File: src/rtl/ysyx_23060236_icache_refill_if.sv
// Bus bundle for the I-cache refill controller: IFU miss request/response,
// cache-array write port, fence.i, and the AXI4 read address/data channels.
// The master modport is the refill controller; the slave modport is its
// environment (IFU, cache array and memory).
interface ysyx_23060236_icache_refill_if #(
    parameter int ADDR_LEN = 32,
    parameter int DATA_LEN = 32
);
    // IFU side
    logic                req_valid;
    logic                req_ready;
    logic [ADDR_LEN-1:0] req_addr;
    logic                resp_valid;
    logic [DATA_LEN-1:0] resp_data;
    logic                resp_err;
    // Cache array write port
    logic [ADDR_LEN-1:0] icache_awaddr;
    logic [DATA_LEN-1:0] icache_wdata;
    logic                icache_wvalid;
    logic                inst_fencei;
    // AXI4 read address channel
    logic                arvalid;
    logic                arready;
    logic [ADDR_LEN-1:0] araddr;
    logic [7:0]          arlen;
    logic [2:0]          arsize;
    logic [1:0]          arburst;
    // AXI4 read data channel
    logic                rvalid;
    logic                rready;
    logic [DATA_LEN-1:0] rdata;
    logic [1:0]          rresp;
    logic                rlast;

    modport master (
        input  req_valid, req_addr, inst_fencei,
        input  arready, rvalid, rdata, rresp, rlast,
        output req_ready, resp_valid, resp_data, resp_err,
        output icache_awaddr, icache_wdata, icache_wvalid,
        output arvalid, araddr, arlen, arsize, arburst, rready
    );

    modport slave (
        output req_valid, req_addr, inst_fencei,
        output arready, rvalid, rdata, rresp, rlast,
        input  req_ready, resp_valid, resp_data, resp_err,
        input  icache_awaddr, icache_wdata, icache_wvalid,
        input  arvalid, araddr, arlen, arsize, arburst, rready
    );
endinterface

File: src/rtl/ysyx_23060236_icache_refill.sv
// I-cache miss refill controller: one AXI4 read burst fills a local line
// buffer, then the line is written into the cache array word by word and
// the missed instruction is returned to the IFU. A bus error or a fence.i
// seen during the burst suppresses the array write so no partial or stale
// line is ever installed.
// Optional macro ICACHE_CRITWORD_EN: WRAP burst starting at the missed word,
// with the IFU response issued right after the first beat.
module ysyx_23060236_icache_refill #(
    parameter int ADDR_LEN   = 32,
    parameter int DATA_LEN   = 32,
    parameter int OFFSET_LEN = 5
) (
    input logic                           clock,
    input logic                           reset,
    ysyx_23060236_icache_refill_if.master bus
);
    localparam int IDX_W = OFFSET_LEN - 2;
    localparam int WORDS = 2 ** IDX_W;
    localparam logic [IDX_W-1:0] LAST = '1;

    typedef enum logic [2:0] {S_IDLE, S_AR, S_R, S_WR, S_DONE} state_t;

    state_t              r_state;
    logic [ADDR_LEN-1:0] r_line_addr;
    logic [IDX_W-1:0]    r_word;
    logic [IDX_W-1:0]    r_cnt;
    logic [IDX_W-1:0]    r_wcnt;
    logic                r_err;
    logic                r_discard;
    logic                r_ovf;
    logic [DATA_LEN-1:0] r_buf [WORDS];

    logic                r_req_ready;
    logic                r_resp_valid;
    logic [DATA_LEN-1:0] r_resp_data;
    logic                r_resp_err;
    logic [ADDR_LEN-1:0] r_awaddr;
    logic [DATA_LEN-1:0] r_wdata;
    logic                r_wvalid;
    logic                r_arvalid;
    logic [ADDR_LEN-1:0] r_araddr;
    logic [7:0]          r_arlen;
    logic [2:0]          r_arsize;
    logic [1:0]          r_arburst;
    logic                r_rready;

    logic [ADDR_LEN-1:0] w_req_line;
    logic [IDX_W-1:0]    w_req_word;
    logic [IDX_W-1:0]    w_beat_idx;
    logic                w_beat_err;
    logic                w_len_err;
    logic                w_err_n;
    logic                w_disc_n;
    logic [DATA_LEN-1:0] w_word_data;
    logic [DATA_LEN-1:0] w_buf0;
    logic [IDX_W-1:0]    w_wnext;
    logic                w_unused;

    assign w_req_line = {bus.req_addr[ADDR_LEN-1:OFFSET_LEN], {OFFSET_LEN{1'b0}}};
    assign w_req_word = bus.req_addr[OFFSET_LEN-1:2];
    assign w_unused   = &{1'b0, bus.req_addr[1:0]};

`ifdef ICACHE_CRITWORD_EN
    // Wrapping burst starts at the missed word, so beat k lands at word+k.
    assign w_beat_idx = r_cnt + r_word;
`else
    assign w_beat_idx = r_cnt;
`endif

    // A short burst (rlast early) or a long one (no rlast on the 8th beat)
    // both leave the line untrustworthy.
    assign w_beat_err = (bus.rresp != 2'b00);
    assign w_len_err  = bus.rlast ? (r_cnt != LAST) : (r_cnt == LAST);
    assign w_err_n    = r_err | w_beat_err | w_len_err;
    assign w_disc_n   = r_discard | bus.inst_fencei;

    // The buffer entry may be written on the same edge it is read out, so
    // forward the incoming beat when the indices coincide.
    assign w_word_data = (!r_ovf && w_beat_idx == r_word) ? bus.rdata : r_buf[r_word];
    assign w_buf0      = (!r_ovf && w_beat_idx == '0) ? bus.rdata : r_buf[0];
    assign w_wnext     = r_wcnt + 1'b1;

    // Line buffer capture; surplus beats after an overlong burst are dropped.
    always_ff @(posedge clock) begin
        if (r_state == S_R && bus.rvalid && !r_ovf) begin
            r_buf[w_beat_idx] <= bus.rdata;
        end
    end

    // Refill FSM with all bus outputs registered.
    always_ff @(posedge clock or posedge reset) begin
        if (reset) begin
            r_state      <= S_IDLE;
            r_line_addr  <= '0;
            r_word       <= '0;
            r_cnt        <= '0;
            r_wcnt       <= '0;
            r_err        <= 1'b0;
            r_discard    <= 1'b0;
            r_ovf        <= 1'b0;
            r_req_ready  <= 1'b1;
            r_resp_valid <= 1'b0;
            r_resp_data  <= '0;
            r_resp_err   <= 1'b0;
            r_awaddr     <= '0;
            r_wdata      <= '0;
            r_wvalid     <= 1'b0;
            r_arvalid    <= 1'b0;
            r_araddr     <= '0;
            r_arlen      <= '0;
            r_arsize     <= '0;
            r_arburst    <= '0;
            r_rready     <= 1'b0;
        end else begin
            r_resp_valid <= 1'b0;
            case (r_state)
                S_IDLE: begin
                    if (bus.req_valid) begin
                        r_line_addr <= w_req_line;
                        r_word      <= w_req_word;
                        r_cnt       <= '0;
                        r_err       <= 1'b0;
                        r_discard   <= 1'b0;
                        r_ovf       <= 1'b0;
                        r_req_ready <= 1'b0;
                        r_arvalid   <= 1'b1;
                        r_arlen     <= 8'(WORDS - 1);
                        r_arsize    <= 3'b010;
`ifdef ICACHE_CRITWORD_EN
                        r_araddr    <= {bus.req_addr[ADDR_LEN-1:2], 2'b00};
                        r_arburst   <= 2'b10;
`else
                        r_araddr    <= w_req_line;
                        r_arburst   <= 2'b01;
`endif
                        r_state     <= S_AR;
                    end
                end
                S_AR: begin
                    if (bus.inst_fencei) r_discard <= 1'b1;
                    if (bus.arready) begin
                        r_arvalid <= 1'b0;
                        r_rready  <= 1'b1;
                        r_state   <= S_R;
                    end
                end
                S_R: begin
                    if (bus.rvalid) begin
                        r_cnt     <= r_cnt + 1'b1;
                        r_err     <= w_err_n;
                        r_discard <= w_disc_n;
                        if (!bus.rlast && r_cnt == LAST) r_ovf <= 1'b1;
`ifdef ICACHE_CRITWORD_EN
                        if (r_cnt == '0 && !r_ovf) begin
                            r_resp_valid <= 1'b1;
                            r_resp_data  <= bus.rdata;
                            r_resp_err   <= w_beat_err;
                        end
`endif
                        if (bus.rlast) begin
                            r_rready <= 1'b0;
                            if (!w_err_n && !w_disc_n) begin
                                r_wcnt   <= '0;
                                r_wvalid <= 1'b1;
                                r_awaddr <= r_line_addr;
                                r_wdata  <= w_buf0;
                                r_state  <= S_WR;
                            end else begin
`ifndef ICACHE_CRITWORD_EN
                                r_resp_valid <= 1'b1;
                                r_resp_data  <= w_word_data;
                                r_resp_err   <= w_err_n & ~w_disc_n;
`endif
                                r_state      <= S_DONE;
                            end
                        end
                    end else if (bus.inst_fencei) begin
                        r_discard <= 1'b1;
                    end
                end
                S_WR: begin
                    // fence.i clears the array on this edge, overriding the
                    // write in flight, so stop writing immediately.
                    if (bus.inst_fencei || r_wcnt == LAST) begin
                        r_wvalid     <= 1'b0;
`ifndef ICACHE_CRITWORD_EN
                        r_resp_valid <= 1'b1;
                        r_resp_data  <= r_buf[r_word];
                        r_resp_err   <= 1'b0;
`endif
                        r_state      <= S_DONE;
                    end else begin
                        r_wcnt   <= w_wnext;
                        r_awaddr <= r_line_addr | {{(ADDR_LEN-OFFSET_LEN){1'b0}}, w_wnext, 2'b00};
                        r_wdata  <= r_buf[w_wnext];
                    end
                end
                S_DONE: begin
                    r_req_ready <= 1'b1;
                    r_state     <= S_IDLE;
                end
                default: begin
                    r_req_ready <= 1'b1;
                    r_state     <= S_IDLE;
                end
            endcase
        end
    end

    assign bus.req_ready     = r_req_ready;
    assign bus.resp_valid    = r_resp_valid;
    assign bus.resp_data     = r_resp_data;
    assign bus.resp_err      = r_resp_err;
    assign bus.icache_awaddr = r_awaddr;
    assign bus.icache_wdata  = r_wdata;
    assign bus.icache_wvalid = r_wvalid;
    assign bus.arvalid       = r_arvalid;
    assign bus.araddr        = r_araddr;
    assign bus.arlen         = r_arlen;
    assign bus.arsize        = r_arsize;
    assign bus.arburst       = r_arburst;
    assign bus.rready        = r_rready;
endmodule

File: src/flat_wrapper.sv
// flat-port wrapper written by rule: the top's interface ports become plain ports
module ysyx_23060236_icache_refill_flat 
#(
    parameter int ADDR_LEN   = 32,
    parameter int DATA_LEN   = 32,
    parameter int OFFSET_LEN = 5
)
  (clock, reset, bus_req_valid, bus_req_addr, bus_inst_fencei, bus_arready, bus_rvalid, bus_rdata, bus_rresp, bus_rlast, bus_req_ready, bus_resp_valid, bus_resp_data, bus_resp_err, bus_icache_awaddr, bus_icache_wdata, bus_icache_wvalid, bus_arvalid, bus_araddr, bus_arlen, bus_arsize, bus_arburst, bus_rready);
  ysyx_23060236_icache_refill_if #(.ADDR_LEN(ADDR_LEN), .DATA_LEN(DATA_LEN)) bus_i ();
  input logic clock;
  input logic reset;
  input wire logic [$bits(bus_i.req_valid)-1:0] bus_req_valid;
  input wire logic [$bits(bus_i.req_addr)-1:0] bus_req_addr;
  input wire logic [$bits(bus_i.inst_fencei)-1:0] bus_inst_fencei;
  input wire logic [$bits(bus_i.arready)-1:0] bus_arready;
  input wire logic [$bits(bus_i.rvalid)-1:0] bus_rvalid;
  input wire logic [$bits(bus_i.rdata)-1:0] bus_rdata;
  input wire logic [$bits(bus_i.rresp)-1:0] bus_rresp;
  input wire logic [$bits(bus_i.rlast)-1:0] bus_rlast;
  output wire logic [$bits(bus_i.req_ready)-1:0] bus_req_ready;
  output wire logic [$bits(bus_i.resp_valid)-1:0] bus_resp_valid;
  output wire logic [$bits(bus_i.resp_data)-1:0] bus_resp_data;
  output wire logic [$bits(bus_i.resp_err)-1:0] bus_resp_err;
  output wire logic [$bits(bus_i.icache_awaddr)-1:0] bus_icache_awaddr;
  output wire logic [$bits(bus_i.icache_wdata)-1:0] bus_icache_wdata;
  output wire logic [$bits(bus_i.icache_wvalid)-1:0] bus_icache_wvalid;
  output wire logic [$bits(bus_i.arvalid)-1:0] bus_arvalid;
  output wire logic [$bits(bus_i.araddr)-1:0] bus_araddr;
  output wire logic [$bits(bus_i.arlen)-1:0] bus_arlen;
  output wire logic [$bits(bus_i.arsize)-1:0] bus_arsize;
  output wire logic [$bits(bus_i.arburst)-1:0] bus_arburst;
  output wire logic [$bits(bus_i.rready)-1:0] bus_rready;
  assign bus_i.req_valid = bus_req_valid;
  assign bus_i.req_addr = bus_req_addr;
  assign bus_i.inst_fencei = bus_inst_fencei;
  assign bus_i.arready = bus_arready;
  assign bus_i.rvalid = bus_rvalid;
  assign bus_i.rdata = bus_rdata;
  assign bus_i.rresp = bus_rresp;
  assign bus_i.rlast = bus_rlast;
  assign bus_req_ready = bus_i.req_ready;
  assign bus_resp_valid = bus_i.resp_valid;
  assign bus_resp_data = bus_i.resp_data;
  assign bus_resp_err = bus_i.resp_err;
  assign bus_icache_awaddr = bus_i.icache_awaddr;
  assign bus_icache_wdata = bus_i.icache_wdata;
  assign bus_icache_wvalid = bus_i.icache_wvalid;
  assign bus_arvalid = bus_i.arvalid;
  assign bus_araddr = bus_i.araddr;
  assign bus_arlen = bus_i.arlen;
  assign bus_arsize = bus_i.arsize;
  assign bus_arburst = bus_i.arburst;
  assign bus_rready = bus_i.rready;
  ysyx_23060236_icache_refill #(.ADDR_LEN(ADDR_LEN), .DATA_LEN(DATA_LEN), .OFFSET_LEN(OFFSET_LEN)) u_core (.clock(clock), .reset(reset), .bus(bus_i));
endmodule
File: config.mk
export PLATFORM = sky130hd
export DESIGN_NAME = ysyx_23060236_icache_refill_flat
export DESIGN_NICKNAME = d
export VERILOG_FILES = /design/src/rtl/ysyx_23060236_icache_refill_if.sv /design/src/rtl/ysyx_23060236_icache_refill.sv /design/src/flat_wrapper.sv
export SDC_FILE = /design/constraint.sdc
export NUM_CORES = 1
export LEC_CHECK = 0
export CAP_MARGIN = 10
export CORE_MARGIN = 5
export CORE_UTILIZATION = 47
export CTS_BUF_LIST = sky130_fd_sc_hd__clkbuf_4
export CTS_CLUSTER_DIAMETER = 150
export DETAILED_ROUTE_END_ITERATION = 10
export PLACE_DENSITY = 0.77
export REMOVE_ABC_BUFFERS = 1
export SLEW_MARGIN = 20
export SYNTH_ARGS = -nofsm -noshare
export SYNTH_HDL_FRONTEND = slang
export SYNTH_SLANG_ARGS = --single-unit
File: constraint.sdc
create_clock -name clock -period 14.42 [get_ports clock]
set_clock_uncertainty 0.2 [all_clocks]
set_input_delay 2.163 -clock clock [delete_from_list [all_inputs] [get_ports clock]]
set_output_delay 2.163 -clock clock [all_outputs]
set_load 0.1 [all_outputs]
Word level (Yosys, flattened, before mapping)
Memory sizes are Yosys's and may differ from the RTL's.
Cells that the tools add are included.
{ "totals": {"register_bits": 146, "latchBits": 0, "ram_bits": 256, "mem_bits_ro": 0, "input_bits": 73, "out_inout_bits": 147, "wordCells": 142, "n_memories": 1} }
{ "mem_list": {"columns": ["memory", "depth", "word_bits", "rd", "rd_clocked_by_memory_dff", "write_ports", "line_no", "source"], "rows": [
  ["u_core.r_buf", 8, 32, 3, 0, 1, "ysyx_23060236_icache_refill.sv:31", "logic [DATA_LEN-1:0] r_buf [WORDS];"]
]} }
{ "op_classes": {"add_sub_neg": 2, "multipliers": 0, "div": 0, "magnitude_cmp": 0, "eq_ne": 16, "shifts": 0, "mux": 66, "bitwise_logic": 7, "n_reduce_logical": 31} }
{ "op_table": {"columns": ["op", "count"], "rows": [
  ["$mux W32", 14],
  ["$pmux W32 S2", 3],
  ["$mux W3", 12],
  ["$or A32 B5 Y32", 1],
  ["$mux W1", 25],
  ["$reduce_and A5 Y1", 4],
  ["$ne A2 B2 Y1 const B", 8],
  ["$pmux W1 S2", 8],
  ["$pmux W3 S2", 2],
  ["$pmux W3 S4", 1],
  ["$reduce_bool A2 Y1", 5],
  ["$reduce_and A4 Y1", 2],
  ["$add A3 B1 Y3 const B", 2],
  ["$eq A3 B2 Y1 const B", 2],
  ["$eq A3 B3 Y1 const B", 2],
  ["$logic_and A1 B1 Y1", 6],
  ["$logic_not A3 Y1", 2],
  ["$reduce_and A2 Y1", 3],
  ["$reduce_and A3 Y1", 2],
  ["$logic_not A1 Y1", 4],
  ["$eq A3 B1 Y1 const B", 1],
  ["$eq A3 B3 Y1", 1],
  ["$ne A3 B3 Y1 const B", 1],
  ["$or A1 B1 Y1", 3],
  ["other kinds (7)", 8]
]} }

Longest topological paths before layout
Gate-level depths: netlist of the first run.
{ "logic_depth": {"depth_word": 9, "depth_mapped": 10, "ltp_nobuf": 7} }

Worst setup path before layout of the first run
OpenSTA, ideal clock, no wires.
{ "synth_timing": {"path_kind": "input to register", "startpoint": "input bus_rvalid", "endpoint": "memory u_core.r_buf[0][0] (enable)", "setup_ns": 0.501, "arrival_ns": 5.740, "slack_ns": 7.979, "path_stages": 4, "path_buffers": 1, "path_cell_list": "and3_1 clkbuf_1 nand2_1 nor4_1"} }
{ "synth_between": {"elab_chain_len": 4} }
{ "synth_lines": {"columns": ["element", "line_no", "source"], "rows": [
  ["start: declaration", "flat_wrapper.sv:16", "input wire logic [$bits(bus_i.rvalid)-1:0] bus_rvalid;"],
  ["$logic_and A1 B1 Y1 (2 in series)", "ysyx_23060236_icache_refill.sv:85", "if (r_state == S_R && bus.rvalid && !r_ovf) begin"],
  ["$mux W1", "ysyx_23060236_icache_refill.sv:85", null],
  ["$mux W1 (not written as such)", "ysyx_23060236_icache_refill.sv:86", "r_buf[w_beat_idx] <= bus.rdata;"],
  ["end: declaration", "ysyx_23060236_icache_refill.sv:31", null]
]} }
Every way passes these cells.

Worst setup path after layout of the first run
{ "layout_timing": {"startpoint": "input bus_rlast", "endpoint": "register u_core.r_wdata[12], in the netlist u_core.bus.icache_wdata[12]"} }
{ "layout_between": {"elab_chain_len": 6, "word_cells_on_any_way": 7} }
{ "layout_lines": {"columns": ["element", "line_no", "source"], "rows": [
  ["start: declaration", "flat_wrapper.sv:19", "input wire logic [$bits(bus_i.rlast)-1:0] bus_rlast;"],
  ["$mux W1", "ysyx_23060236_icache_refill.sv:73", "assign w_len_err = bus.rlast ? (r_cnt != LAST) : (r_cnt == LAST);"],
  ["$or A1 B1 Y1", "ysyx_23060236_icache_refill.sv:74", "assign w_err_n = r_err | w_beat_err | w_len_err;"],
  ["$logic_not A1 Y1", "ysyx_23060236_icache_refill.sv:162", "if (!w_err_n && !w_disc_n) begin"],
  ["$logic_and A1 B1 Y1", "ysyx_23060236_icache_refill.sv:162", null],
  ["$ne A2 B2 Y1 (no line)", null, null],
  ["$reduce_and A5 Y1 (no line) (*)", null, null],
  ["end signal: assignment", "ysyx_23060236_icache_refill.sv:166", "r_wdata <= w_buf0;"],
  ["end signal: assignment", "ysyx_23060236_icache_refill.sv:195", "r_wdata <= r_buf[w_wnext];"],
  ["end: declaration", "ysyx_23060236_icache_refill.sv:38", "logic [DATA_LEN-1:0] r_wdata;"]
]} }
Mark *: on every way between the ends. The rest lies on a longest branch, timed or not.
A chain may end at the register's enable or synchronous reset.

==> impl_metrics.yaml, run 1 <==
critical_path:
  cp_max_fo: 17
  required_ns: 14.85
  crit_start: "bus_rlast"
  r2r-start: "u_core.r_cnt[1]"
  cp-end-kind: "flop"
  r2r_end: "u_core.bus.icache_wdata[12]"
  start_kind: "input port"
  r2r_slack_ns: 10.47
  critPathSlowestCell: "nand2_1"
  path_class: "in -> reg"
  cpPeakStageDelay_ns: 0.65
  path_cells: "clkdlybuf4s50_1 > inv_1 > ha_1 > or4b_4 > o41ai_2 > nand2_1 > buf_4 > a22o_1"
  critPathArrivalTime_ns: 5.39
  r2r_cells: 8
route:
  drt.antenna.violating_nets: 0
  vias: 12007
  drc: 0
  via_per_inst: 6.073
  wl_per_cell_um: 25.14
  drt_iter0_markers: 1142
  firstDrtPassIters: 7
  wl_um: 49700
timing:
  period_needed_ns: 4.962
  fin_ws_ns: 9.458
  slew_headroom_pct: 27.12
  finalSetupTns_ns: 0
  slew_viol_final: 0
  worst_pin_slew_ns: 1.084
  finalSetupViolCount: 0
  post-route-period-util_pct: 34.41
  rsz0062_at_grt: "false"
  hold_viol_final: 0
  fmax_mhz: 201.5
clocking:
  clock-sinks: 396
  post_cts_resized: 0
  cts_setup_buffers: 0
  htreeDepth: 3
  cts-root-buf: "clkbuf_4"
  cts_tree: "built"
  path_clk_slew_ns: 0.06
  holdBufCountCts: 0
  cts_made_buffers: 99
  clock_path_buffers: 3
  worstSkewPairLatency_ns: 0.78
die:
  die_height_um: 207.8
  pin_count: 220
  initial_utilization_pct: 47.60
  dieArea_um2: 43200
  core.rowCount: 72
  core-area_um2: 38650
  dieWidth_um: 207.8
hold_path:
  holdPathEnd: "u_core.bus.req_ready"
  worstHoldPathType: "reg -> reg"
  whs_path_depth: 2
  worst_hold_startpoint: "u_core.bus.req_ready"
finish:
  final_nets: 1455
  stdcell_count: 1977
  num-fill-cells: 2972
  area_growth_pct: 20.26
  drive_gt1_share_pct: 26.63
synth:
  synth_common_cells: "edfxtp_1 (256), dfrtp_1 (139), nand2_1 (139), mux4_2 (128), mux2i_1 (94)"
  ys_ff_latch: 396
  synth_edf_count: 256
  synth.most_common_cell: "edfxtp_1"
  synth_cell_types: 48
  syn_avg_cell_area_um2: 16.05
  synth_area_leaders: "edfxtp_1 (42%), dfrtp_1 (19%), mux4_2 (16%)"
  async_flop_share_pct: 35.35
  synth_area_um2: 18400
  ys_seq_area_share_pct: 60.84
  yosys.area.top_type: "edfxtp_1"
  synth_ff_type: "edfxtp_1"
  ys_warn_count: 0
  syn_inst: 1146
  synth_top_area_share_pct: 41.79
grt:
  antenna_found_initial: 3
  grt_max_degree: 89
  grt_pass1_vias: 12735
  overflow: 0
  grt_usage_pct: 22.78
  grt_pass1_wl_um: 76130
run_status:
  outcome: "finished clean"
placed_design:
  place_congestion: 0.8487
  dp_slack_ns: 8.727
  hpwl_um: 28670
  io_buffer_count: 202
  dpl.cell_count: 1793
job:
  maxCapViolCount: 0
## critical path, delay by kind of cell
| family | cells | cell delay, ns |
|---|---|---|
| buf+inv | 3 | 1.07 |
| simple gates | 2 | 1.17 |
| fa+ha+maj | 1 | 0.30 |
| compound gates | 2 | 0.68 |
## final cells by class
type                    instances  area [µm²]  area share (%)
inverters                       9       38.79          0.1753
diodes                          2       5.005         0.02262
clock inverters                43       234.0           1.058
flip-flops and latches        396       11200           50.64
clock buffers                 139        1044           4.717
well taps                     518       648.1           2.930
repair buffers                228        2217           10.02
multi-input cells             642        6733           30.43
## registers in the layout, summed over array words and instances (netlist names), 2 cells and up
register and cells:
u_core.r_line_addr 27, u_core.bus.icache_awaddr 28, u_core.bus.resp_data 32, u_core.r_buf 256, u_core.r_wcnt 2, u_core.r_state 3
u_core.r_word 3, u_core.bus.icache_wdata 32, u_core.r_cnt 3
## per-layer routing
layer,track usage [%],share of wire [%]
met3,5.924,9.2
met2,37.66,49
met5,0,0.026
met4,8.403,3.4
met1,29.30,38
## cells in the final DEF (no fill, tap or decap), drive strengths merged, types with 2 or more instances in the layout
master,synthesis,final
mux2,28,28
xnor2,3,3
a21oi,7,7
edfxtp,256,256
ha,6,6
clkinv,1,39
a211oi,31,31
diode,0,2
nand2b,4,4
bufinv,0,2
clkdlybuf4s50,0,202
dfrtp,139,139
a22o,64,64
nand3,4,4
a31oi,2,2
and3,2,2
clkbuf,57,139
inv,8,11
conb,1,15
nand2,139,139
nor3,5,5
mux2i,94,94
o21ai,45,45
nor2,13,13
buf,56,26
mux4,128,128
o311a,32,32
o41ai,3,3
nor4,2,2
## how the worst max path moves through the flow
stage	to	slack, ns	depth (start not counted)
final	u_core.bus.icache_wdata[12]	9.46	8
after detailed placement	u_core.bus.icache_wdata[10]	8.73	6
after global placement	u_core.bus.icache_wdata[8]	8.76	6
after floorplan	u_core.bus.resp_err	6.72	6
after global routing	u_core.bus.icache_wdata[9]	9.43	6
after CTS	u_core.bus.icache_wdata[12]	9.53	8
## kinds of logic (layout without fill, tap and decap cells)
| logic type | count (synthesis) | after routing | synth area share (%) |
|---|---|---|---|
| compound gates | 190 | 190 | 8.706 |
| xor+xnor | 3 | 3 | 0.1429 |
| buf+inv | 122 | 419 | 3.272 |
| other cells | 1 | 17 | 0.02039 |
| simple gates | 178 | 178 | 4.108 |
| mux | 250 | 250 | 22.50 |
| flops | 396 | 396 | 60.84 |
| fa+ha+maj | 6 | 6 | 0.4081 |
## metrics by stage
step / utilization [%] / hold slack, ns / cell area [µm²]
after floorplan: - / 0.3031 / 17880
after global placement: 53.92 / 0.2716 / 20840
after detailed placement: 53.92 / 0.2847 / 20840
after CTS: 57.23 / 0.3000 / 22120
after global routing: 57.24 / 0.3216 / 22120
final: 57.24 / 0.2937 / 22120
Power of run 1 is not shown: default switching activity piles up to over one toggle a cycle in this logic, so the estimate is an artifact.
==> run 2, diff against run 1 <==
PLACE_DENSITY = 0.8   (was 0.77)
clock period = 4.2 ns   (was 14.42 ns; I/O delays follow)
==> impl_metrics.yaml, run 2 (synthesis gave the netlist of run 1 again) <==
route:
  drc: 0
  wl_um: 50130
  drt.antenna.violating_nets: 0
  via_per_inst: 6.042
  firstDrtPassIters: 5
  wl_per_cell_um: 25.18
  vias: 12029
  drt_iter0_markers: 1077
die:
  die_height_um: 207.8
  initial_utilization_pct: 47.60
  pin_count: 220
  core.rowCount: 72
  core-area_um2: 38650
  dieArea_um2: 43200
  dieWidth_um: 207.8
placed_design:
  place_congestion: 0.8227
  dpl.cell_count: 1800
  hpwl_um: 29870
  io_buffer_count: 202
  dpl_cell_area_um2: 20990
critical_path:
  start_kind: "flop"
  r2r-start: "u_core.r_cnt[1]"
  crit_start: "u_core.r_cnt[1]"
  path_depth: 9
  required_ns: 4.70
  r2r_slack_ns: 0.85
  cpPeakStageDelay_ns: 0.50
  endpoint: "u_core.bus.resp_data[13]"
  path_cells: "ha_1 > ha_1 > ha_1 > or4b_4 > o41a_2 > buf_12 > nand2_2 > buf_4 > a22o_1"
  critPathArrivalTime_ns: 3.85
  crit_family: "compound AO/OA/AOI/OAI gates"
  r2r_cells: 9
  cp_max_fo: 68
  crit_buf_inv: 2
  cp-end-kind: "flop"
  r2r_end: "u_core.bus.resp_data[13]"
  cpMostUsedCell: "ha_1"
  critPathSlowestCell: "dfrtp_1"
  path_class: "reg -> reg"
grt:
  grt_pass1_vias: 12543
  antenna_found_initial: 4
  grt_max_degree: 73
  overflow: 0
  grt_pass1_wl_um: 76360
  grt_usage_pct: 22.90
clocking:
  cts_setup_buffers: 0
  worstSkewPairLatency_ns: 0.79
  cts_made_buffers: 102
  clock_path_buffers: 3
  path_clk_slew_ns: 0.07
  post_cts_resized: 0
  cts-root-buf: "clkbuf_4"
  holdBufCountCts: 0
  htreeDepth: 3
  cts_tree: "built"
  clock-sinks: 396
timing:
  slew_viol_final: 0
  worst_pin_slew_ns: 1.079
  finalSetupViolCount: 0
  period_needed_ns: 3.345
  fmax_mhz: 298.9
  hold_viol_final: 0
  post-route-period-util_pct: 79.65
  slew_headroom_pct: 27.81
  rsz0062_at_grt: "false"
finish:
  largest_reg_flops: 256
  final_common_cell: "edfxtp_1"
  area_growth_pct: 21.64
  stdcell_count: 1991
  final_util_pct: 57.90
  drive_gt1_share_pct: 28.30
  layout_common_cells: "edfxtp_1 (256), clkdlybuf4s50_1 (202), clkbuf_4 (160)"
  num-fill-cells: 2930
  stdcell_area_um2: 22380
  final_nets: 1465
  regMostFlops: "u_core.r_buf"
job:
  maxCapViolCount: 0
hold_path:
  worstHoldPathType: "in -> async"
run_status:
  outcome: "finished clean"
## run 2: per-stage QoR
| step | setup WS, ns | setup TNS [ns] | hold slack (ns) |
|---|---|---|---|
| 2_1_floorplan | -3.495 | -361.65 | 0.3031 |
| 3_3_place_gp | 0.5866 | 0 | 0.2734 |
| 3_5_place_dp | 0.5339 | 0 | 0.2848 |
| 4_1_cts | 0.8329 | 0 | 0.1146 |
| 5_1_grt | 0.7917 | 0 | 0.1242 |
| 6_report | 0.8546 | 0 | 0.1574 |
## run 2: area by class of cell
class | count | area (µm²) | area share [%]
clock inverters | 28 | 173.9 | 0.7773
flip-flops and latches | 396 | 11200 | 50.07
inverters | 9 | 38.79 | 0.1733
multi-input cells | 642 | 6733 | 30.09
repair buffers | 235 | 2370 | 10.59
well taps | 518 | 648.1 | 2.897
diodes | 3 | 7.507 | 0.03355
clock buffers | 160 | 1201 | 5.368
## run 2: worst register-to-register path, cell delays in order, from the launching register on
cell and delay [ns]:
dfrtp_1 0.50, ha_1 0.24, ha_1 0.19, ha_1 0.26, or4b_4 0.49, o41a_2 0.48, buf_12 0.28, nand2_2 0.14
buf_4 0.31, a22o_1 0.22
## run 2: how the worst min path moves through the flow
stage,end,startpoint,cells after the start
finish,u_core.bus.icache_wdata[21],reset,2
floorplan,u_core.r_err,u_core.r_err,2
global placement,u_core.bus.req_ready,u_core.bus.req_ready,2
detailed placement,u_core.bus.req_ready,u_core.bus.req_ready,2
global route,u_core.r_line_addr[16],bus_req_addr[16],3
CTS,u_core.r_line_addr[16],bus_req_addr[16],3
## run 2: metal layers
layer / share of wire [%] / vias up / global-route usage, %
li1: - / 5094 / -
met1: 39 / 6127 / 30.22
met2: 47 / 701 / 36.32
met3: 11 / 105 / 8.131
met4: 2.4 / 2 / 6.614
met5: 0.026 / - / 0
Power of run 2 is left out for the same reason.
==> run 3, diff against run 2 <==
PLACE_DENSITY = 0.77   (was 0.8)
clock period = 3.5 ns   (was 4.2 ns; I/O delays follow)
==> impl_metrics.yaml, run 3 (synthesis gave the netlist of run 1 again) <==
grt:
  grt_max_degree: 68
  antenna_found_initial: 4
  grt_pass1_wl_um: 77050
  grt_pass1_vias: 12845
  grt_usage_pct: 23.18
  overflow: 0
die:
  core.rowCount: 72
  dieArea_um2: 43200
  core-area_um2: 38650
  die_height_um: 207.8
  pin_count: 220
  dieWidth_um: 207.8
  initial_utilization_pct: 47.60
timing:
  worst_pin_slew_ns: 0.9926
  period_needed_ns: 3.305
  hold_viol_final: 0
  fin_ws_ns: 0.1948
  finalSetupViolCount: 0
  post-route-period-util_pct: 94.43
  slew_viol_final: 0
  finalSetupTns_ns: 0
  slew_headroom_pct: 33.62
  fmax_mhz: 302.6
  rsz0062_at_grt: "false"
route:
  drt_iter0_markers: 1167
  vias: 12216
  wl_um: 50530
  wl_per_cell_um: 25.09
  firstDrtPassIters: 5
  drt.antenna.violating_nets: 0
  via_per_inst: 6.066
  drc: 0
critical_path:
  critPathArrivalTime_ns: 3.81
  cpPeakStageDelay_ns: 0.50
  r2r_slack_ns: 0.19
  cpMostUsedCell: "ha_1"
  required_ns: 4.01
  cp-end-kind: "flop"
  crit_buf_inv: 2
  crit_family: "adder cells"
  path_cells: "ha_1 > ha_1 > ha_1 > or4b_4 > o41a_2 > buf_12 > nand2_2 > buf_4 > a22o_1"
  critPathSlowestCell: "or4b_4"
  cp_max_fo: 41
  start_kind: "flop"
  path_class: "reg -> reg"
finish:
  regArea_um2: 11200
  final_nets: 1487
  num-fill-cells: 2910
  stdcell_area_um2: 22380
  regMostFlops: "u_core.r_buf"
  area_growth_pct: 21.64
  final_util_pct: 57.90
  layout_common_cells: "edfxtp_1 (256), clkbuf_4 (147), nand2_1 (137)"
  largest_reg_flops: 256
  final_common_cell: "edfxtp_1"
  multiInputGateArea_um2: 6733
  drive_gt1_share_pct: 33.87
clocking:
  htreeDepth: 3
  worstSkewPairLatency_ns: 0.83
  cts-root-buf: "clkbuf_4"
  path_clk_slew_ns: 0.07
  clock-sinks: 396
  clock_path_buffers: 3
  cts_made_buffers: 100
  cts_setup_buffers: 0
  cts_tree: "built"
placed_design:
  io_buffer_count: 202
  place_congestion: 0.8311
  dp_slack_ns: 0.006199
  hpwl_um: 30100
  dpl_cell_area_um2: 20990
job:
  maxCapViolCount: 0
run_status:
  outcome: "finished clean"
hold_path:
  worstHoldPathType: "in -> reg"
[run 3: cell count changes in the layout (fill, tap and decap cells not counted), sizes merged]
cell | previous run | this run
dlygate4sd3 | 0 | 9
clkinvlp | 1 | 3
buf | 33 | 138
clkinv | 23 | 38
inv | 11 | 9
bufinv | 2 | 0
clkdlybuf4s50 | 202 | 112
diode | 3 | 2
clkbuf | 160 | 147
[run 3: worst register-to-register path, stage by stage (launching register included)]
cell,delay [ns]
dfrtp_1,0.44
ha_1,0.22
ha_1,0.20
ha_1,0.29
or4b_4,0.50
o41a_2,0.49
buf_12,0.24
nand2_2,0.16
buf_4,0.25
a22o_1,0.20
[run 3: worst paths after layout]
kind,start,end,cells after the start
min reg2reg,u_core.bus.req_ready,u_core.bus.req_ready,2
max,u_core.r_cnt[0],u_core.bus.resp_data[7],9
max reg2reg,u_core.r_cnt[0],u_core.bus.resp_data[7],9
min,bus_req_addr[8],u_core.r_line_addr[8],3
max in group asynchronous,reset,u_core.bus.icache_wdata[7],4
min in group asynchronous,reset,u_core.r_line_addr[14],3
[run 3: area by class of cell]
type | count | share of cell area, %
clock inverters | 41 | 0.8276
well taps | 518 | 2.896
clock buffers | 147 | 4.932
flip-flops and latches | 396 | 50.07
inverters | 9 | 0.1733
diodes | 2 | 0.02237
multi-input cells | 642 | 30.09
repair buffers | 259 | 10.99
[run 3: stage by stage]
stage	instances	hold slack, ns
4_1_cts	2012	0.004923
2_1_floorplan	1047	0.3031
5_1_grt	2014	0.02447
3_3_place_gp	1815	0.2749
6_report	2014	0.07275
3_5_place_dp	1815	0.2792
[run 3: per-layer routing]
layer	track usage [%]	vias up	wire length, µm
li1	-	5138	-
met1	29.62	6242	19230
met2	37.74	727	24920
met5	0	-	34
met4	9.377	4	1384
met3	6.514	105	4964
[run 3: timing repair]
action,CTS,global route
hold buffers,9,0
hold endpoints to repair,56,0
resized for setup,0,0
endpoints found under the setup margin,0,0
Power of run 3 is left out for the same reason.
